### src/rtl/libhdl_ocmem_sp_ctrl.sv
// Command/response initiator for one single-port on-chip memory with a 1-cycle registered read.
// Define LIBHDL_OCMEM_CTRL_WACK_EN to return a write ack per write; LIBHDL_ASSERT enables overflow checking.
module libhdl_ocmem_sp_ctrl #(
    parameter int W         = 32,
    parameter int D         = 1024,
    parameter int RSP_DEPTH = 4
) (
    input  logic                 i_clk,
    input  logic                 i_rst_n,
    input  logic                 i_cmd_valid,
    output logic                 o_cmd_ready,
    input  logic                 i_cmd_we,
    input  logic [$clog2(D)-1:0] i_cmd_addr,
    input  logic [W-1:0]         i_cmd_wdat,
    output logic                 o_rsp_valid,
    input  logic                 i_rsp_ready,
    output logic [W-1:0]         o_rsp_rdat,
    output logic                 o_rsp_wr,
    output logic                 o_mem_we,
    output logic [$clog2(D)-1:0] o_mem_addr,
    output logic [W-1:0]         o_mem_wdat,
    input  logic [W-1:0]         i_mem_rdat
);
    localparam int PW = $clog2(RSP_DEPTH);
    localparam int CW = PW + 1;

    logic [CW-1:0] cnt;
    logic [PW-1:0] wr_ptr;
    logic [PW-1:0] rd_ptr;
    logic          rd_pend_p1;
    logic          fire;
    logic          push_rd;
    logic          push_ack;
    logic          pop;
    logic [CW:0]   credit_used;
    logic [CW-1:0] n_push;
    logic [W-1:0]  fifo_dat [RSP_DEPTH];

    // Credit counts the in-flight read so the FIFO can always absorb it.
    assign credit_used = {1'b0, cnt} + {{CW{1'b0}}, rd_pend_p1};
    assign o_cmd_ready = i_rst_n & (credit_used < (CW+1)'(RSP_DEPTH));
    assign fire        = i_cmd_valid & o_cmd_ready;

    assign o_mem_we    = fire & i_cmd_we;
    assign o_mem_addr  = i_cmd_addr;
    assign o_mem_wdat  = i_cmd_wdat;

    assign push_rd     = rd_pend_p1;
    assign pop         = o_rsp_valid & i_rsp_ready;
    assign o_rsp_valid = (cnt != '0);
    assign o_rsp_rdat  = fifo_dat[rd_ptr];

`ifdef LIBHDL_OCMEM_CTRL_WACK_EN
    logic          fifo_wr [RSP_DEPTH];
    logic [PW-1:0] ack_ptr;

    // An ack landing with a read capture takes the slot behind the read, which fired first.
    assign push_ack = fire & i_cmd_we;
    assign ack_ptr  = wr_ptr + PW'(rd_pend_p1);
    assign o_rsp_wr = fifo_wr[rd_ptr];
`else
    assign push_ack = 1'b0;
    assign o_rsp_wr = 1'b0;
`endif

    assign n_push = CW'(push_rd) + CW'(push_ack);

    // p0: command fires, memory samples address; p1: read data captured from the memory
    always_ff @(posedge i_clk or negedge i_rst_n) begin
        if (!i_rst_n) begin
            cnt        <= '0;
            wr_ptr     <= '0;
            rd_ptr     <= '0;
            rd_pend_p1 <= 1'b0;
        end else begin
            rd_pend_p1 <= fire & ~i_cmd_we;
            wr_ptr     <= wr_ptr + n_push[PW-1:0];
            if (pop) begin
                rd_ptr <= rd_ptr + PW'(1);
            end
            cnt <= cnt + n_push - CW'(pop);
        end
    end

    always_ff @(posedge i_clk) begin
        if (push_rd) begin
            fifo_dat[wr_ptr] <= i_mem_rdat;
        end
`ifdef LIBHDL_OCMEM_CTRL_WACK_EN
        if (push_rd) begin
            fifo_wr[wr_ptr] <= 1'b0;
        end
        if (push_ack) begin
            fifo_dat[ack_ptr] <= '0;
            fifo_wr[ack_ptr]  <= 1'b1;
        end
`endif
    end

`ifdef LIBHDL_ASSERT
    always_ff @(posedge i_clk) begin
        if (i_rst_n) begin
            assert (({1'b0, cnt} + {1'b0, n_push}) <= (CW+1)'(RSP_DEPTH))
            else $error("libhdl_ocmem_sp_ctrl: response FIFO overflow");
        end
    end
`endif

endmodule

### config.mk
export PLATFORM = sky130hd
export DESIGN_NAME = libhdl_ocmem_sp_ctrl
export DESIGN_NICKNAME = d
export VERILOG_FILES = /design/src/rtl/libhdl_ocmem_sp_ctrl.sv
export SDC_FILE = /design/constraint.sdc
export NUM_CORES = 1
export LEC_CHECK = 0
export CAP_MARGIN = 20
export CORE_MARGIN = 5
export CORE_UTILIZATION = 50
export DETAILED_ROUTE_END_ITERATION = 10
export GPL_TIMING_DRIVEN = 0
export PLACE_DENSITY = 0.81
export SLEW_MARGIN = 10
export SYNTH_ARGS = -nofsm -noshare
export SYNTH_HDL_FRONTEND = slang
export SYNTH_SLANG_ARGS = --single-unit
### constraint.sdc
create_clock -name i_clk -period 9.2 [get_ports i_clk]
set_input_delay 2.76 -clock i_clk [delete_from_list [all_inputs] [get_ports i_clk]]
set_output_delay 2.76 -clock i_clk [all_outputs]
set_load 0.1 [all_outputs]
Word level (Yosys, flattened, before mapping). Memory sizes are Yosys's and may differ from the RTL's. Cells that the tools add are included. W data, S select, Z words.

$lt $le $gt $ge: 1. $mul: 0. Mux-type cells: 2. Reductions and logical operators: 1. Shift-type cells: 0. Eq/ne operators: 0. Divide/modulo/power cells: 0. Add/subtract/negate cells: 5. Bitwise gates (word level): 6.

Operators with widths (count): $and A1 B1 Y1 (5); $add A3 B1 Y4 (1); $lt A4 B3 Y1 const B (1); $add A3 B1 Y3 (1); $reduce_bool A3 Y1 (1); $sub A3 B1 Y3 (1); $add A2 B1 Y2 (1); $add A2 B1 Y2 const B (1); $mux W1 (2); $not A1 Y1 (1).

Bits in latches: 0. Input bits: 79. Memory bits (writable): 128. Register bits after elaboration: 8. Logic and storage cells: 20. Bits in read-only memories: 0. Memories: 1. Output and inout bits: 78.

Memory list: fifo_dat (words 4, width 32, read ports 1, clocked after memory_dff 0, write ports 1, RTL line 37) `logic [W-1:0] fifo_dat [RSP_DEPTH];`.

Depth between registers and ports, before layout.
Depth after elaboration: 5. Gate-level depth with buffers: 7.

Worst setup path after synthesis. No wires, ideal clock.

Kind: input to output. Start: in i_cmd_we. End: out o_mem_we. Cell stages on the path: 2. Slack: 2.361 ns. Data arrival time: 4.079 ns. Cells stage by stage: nand3_1 > nor2_1.

Longest elaborated chain between the ends: 1.

Ends and longest elaborated chain: from (decl) (RTL line 12) `input logic i_cmd_we,`; $and A1 B1 Y1 (RTL line 44) `assign o_mem_we = fire & i_cmd_we;`; to (decl) (RTL line 19) `output logic o_mem_we,`.

No other way between the ends.

Worst setup path after layout.
Start: in i_rst_n. End: out o_mem_we.

Longest elaborated chain between the ends: 3.

Ends and longest elaborated chain: from (decl) (RTL line 9) `input logic i_rst_n,`; $and A1 B1 Y1 (RTL line 41) `assign o_cmd_ready = i_rst_n & (credit_used < (CW+1)'(RSP_DEPTH));`; $and A1 B1 Y1 (RTL line 42) `assign fire = i_cmd_valid & o_cmd_ready;`; $and A1 B1 Y1 (RTL line 44).

No other way between the ends.

==> results.ini <==
[clock_network]
cts-htree-levels=4
cts_tree=yes
clk_latency_ns=0.50
post-cts-setup-buffers=0
cts.repair.resized=0
cts_num_sinks=136
cts_buffers=17
cts.clk_slew.worst_paths_ns=0.06
cts-root-buf=clkbuf_8
cts.path.max_buffers=2
cts_hold_buf=0

[floorplan]
die_y_um=114
coreArea_sq_um=10700
rows=38
io_pins=157
fp.dieW_um=114
initial_core_util=0.504
die-area_sq_um=13000

[placement]
dp_hpwl_mm=6.98
gp_congestion=0.672
port_buffers=113

[global_route]
track_usage=0.161
grt_max_degree=26
grt_pass1_vias=2877
overflow=0
grt_pass1_wl_mm=15.5
antenna_found_initial=0

[sta]
final_max_slew_viol_count=0
fin_setup_tns_ns=0
skew_ns=0.00538
min_period_ns=7.68
slew_headroom=0.331
finalSetupViolCount=0
rsz0062_at_grt=false
fin_crit_sh=0.835
max_freq_mhz=130
tightest_slew_ns=1.00
finalHoldViolations=0

[logic_synthesis]
synth_top_family_by_area=multiplexers
syn_avg_cell_area_sq_um=21.7
ys_types=26
synth_cells=250
synth-xor-area-share=0.00647
synth_compound_area_frac=0.00300
synth-seq-cells=136
synthMuxAreaShare=0.138
synth-adder-area-share=0.0129
synth_area_sq_um=5410
ys_seq_area_frac=0.747
yosys_warnings=0
synth_nets=334
yosys.area_share.simple=0.0125

[power]
powerDensity_nw_per_um2=350
p_leak_nw=2.62
power_mw=2.60
ir_drop_mv=0.207

[critical_path]
crit_end=o_mem_we
r2r_cells=7
worst-setup-path-type=primary input to output port
rrSetupSlack_ns=7.18
worstPathArrival_ns=4.92
crit_start=i_rst_n
start_kind=primary input
crit_required_ns=6.44
r2r_end=cnt[2]$_DFF_PN0_
r2r_start=cnt[1]$_DFF_PN0_
cp_max_fo=11
cp-end-kind=output port

[route]
vias=2715
first_pass_iters=4
wl_per_cell_um=18.4
maxUsedRoutingLayer=met4
vias_per_cell=4.99
ant_nets=0
wl_met1_mm=3.74
wirelength_mm=10.0
drc=0
wl_met2_mm=5.53
dr_wl_met3_um=669
drtIter0Drc=95

[flow_run]
drv_cap=0

[run_status]
run_status=finished clean

[layout]
n_fill_cell=704
antenna_cells=0
multi_input_area_sq_um=957
syn_to_final_growth_pct=37.5
layout.nets=475
regArea_sq_um=4040
final_common_cell=edfxtp_1
final_cell_mix=128 x edfxtp_1, 113 x clkdlybuf4s50_1, 46 x buf_4, 28 x mux4_2, 16 x clkbuf_16
layout-drive-gt1-share=0.297

[min_path]
worstHoldPathCells=1
hold_path.class=flip-flop to flip-flop

## sequential cells by signal, indices dropped and copies added, names as in the netlist
signal,count
wr_ptr,2
cnt,3
push_rd,1
fifo_dat,128
rd_ptr,2
## kinds of logic (layout without fill, tap and decap cells)
kind of cell | after synthesis | after routing
mux | 33 | 33
flops | 136 | 136
xor+xnor | 4 | 4
simple gates | 13 | 13
buf+inv | 56 | 210
compound gates | 2 | 2
other cells | 1 | 1
fa+ha+maj | 5 | 5
## Yosys cell counts
cell type / n / share of area
xnor2_1: 1 / 0.0016
conb_1: 1 / 0.00069
xor2_1: 3 / 0.0049
buf_6: 1 / 0.0021
inv_1: 5 / 0.0035
o211ai_1: 1 / 0.0014
nor2_1: 3 / 0.0021
edfxtp_1: 128 / 0.71
mux4_1: 4 / 0.019
buf_12: 3 / 0.011
and4b_1: 1 / 0.0018
or3_1: 1 / 0.0012
nor3b_1: 1 / 0.0014
dfrtp_1: 8 / 0.037
ha_1: 4 / 0.0092
nor3_1: 2 / 0.0018
o31a_1: 1 / 0.0016
buf_4: 43 / 0.060
buf_2: 3 / 0.0028
nand3_1: 1 / 0.00092
and3_1: 1 / 0.0012
nand2_1: 3 / 0.0021
mux4_2: 28 / 0.12
mux2i_1: 1 / 0.0018
clkbuf_1: 1 / 0.00069
fa_1: 1 / 0.0037
## per-stage QoR
step	setup slack, ns	instance area, sq um	instances	hold WS [ns]	utilization
CTS	1.47	7440	544	0.575	0.693
floorplan	2.36	5410	250	0.497	-
global route	1.39	7440	544	0.597	0.693
detailed placement	1.47	6850	512	0.561	0.638
global placement	1.55	6720	503	0.513	0.625
finish	1.52	7440	544	0.567	0.693
## worst max-delay path: stages
cell and delay [ns]:
clkdlybuf4s50_1 0.76, nand3_1 0.13, nor2_1 0.12, clkdlybuf4s50_1 1.14
## worst min path at each step
stage,endpoint,startpoint,slack (ns)
after global routing,cnt[0]$_DFF_PN0_,cnt[0]$_DFF_PN0_,0.60
after CTS,cnt[0]$_DFF_PN0_,cnt[0]$_DFF_PN0_,0.57
final,cnt[0]$_DFF_PN0_,cnt[0]$_DFF_PN0_,0.57
after global placement,wr_ptr[1]$_DFF_PN0_,wr_ptr[1]$_DFF_PN0_,0.51
after floorplan,wr_ptr[1]$_DFF_PN0_,wr_ptr[1]$_DFF_PN0_,0.50
after detailed placement,cnt[0]$_DFF_PN0_,cnt[0]$_DFF_PN0_,0.56
## metal layers
| layer | up-vias | GRT usage |
|---|---|---|
| li1 | 1243 | - |
| met1 | 1368 | 0.191 |
| met2 | 94 | 0.281 |
| met3 | 10 | 0.0523 |
| met4 | 0 | 0.0475 |
| met5 | - | 0 |
## area by class of cell
cell class | count | area share
sequential | 136 | 0.543
timing repair buffer | 122 | 0.167
multi-input combinational | 58 | 0.129
clock buffer | 19 | 0.0566
buffer | 51 | 0.0555
tap | 140 | 0.0235
clock inverter | 13 | 0.0227
inverter | 5 | 0.00252
## power breakdown
group | internal [mW] | switching, mW | total, mW
registers | 0.718 | 0.0240 | 0.742
clock network | 0.416 | 0.250 | 0.666
logic | 0.350 | 0.847 | 1.20
total | 1.48 | 1.12 | 2.60
Power figures use the tool's default switching activity.
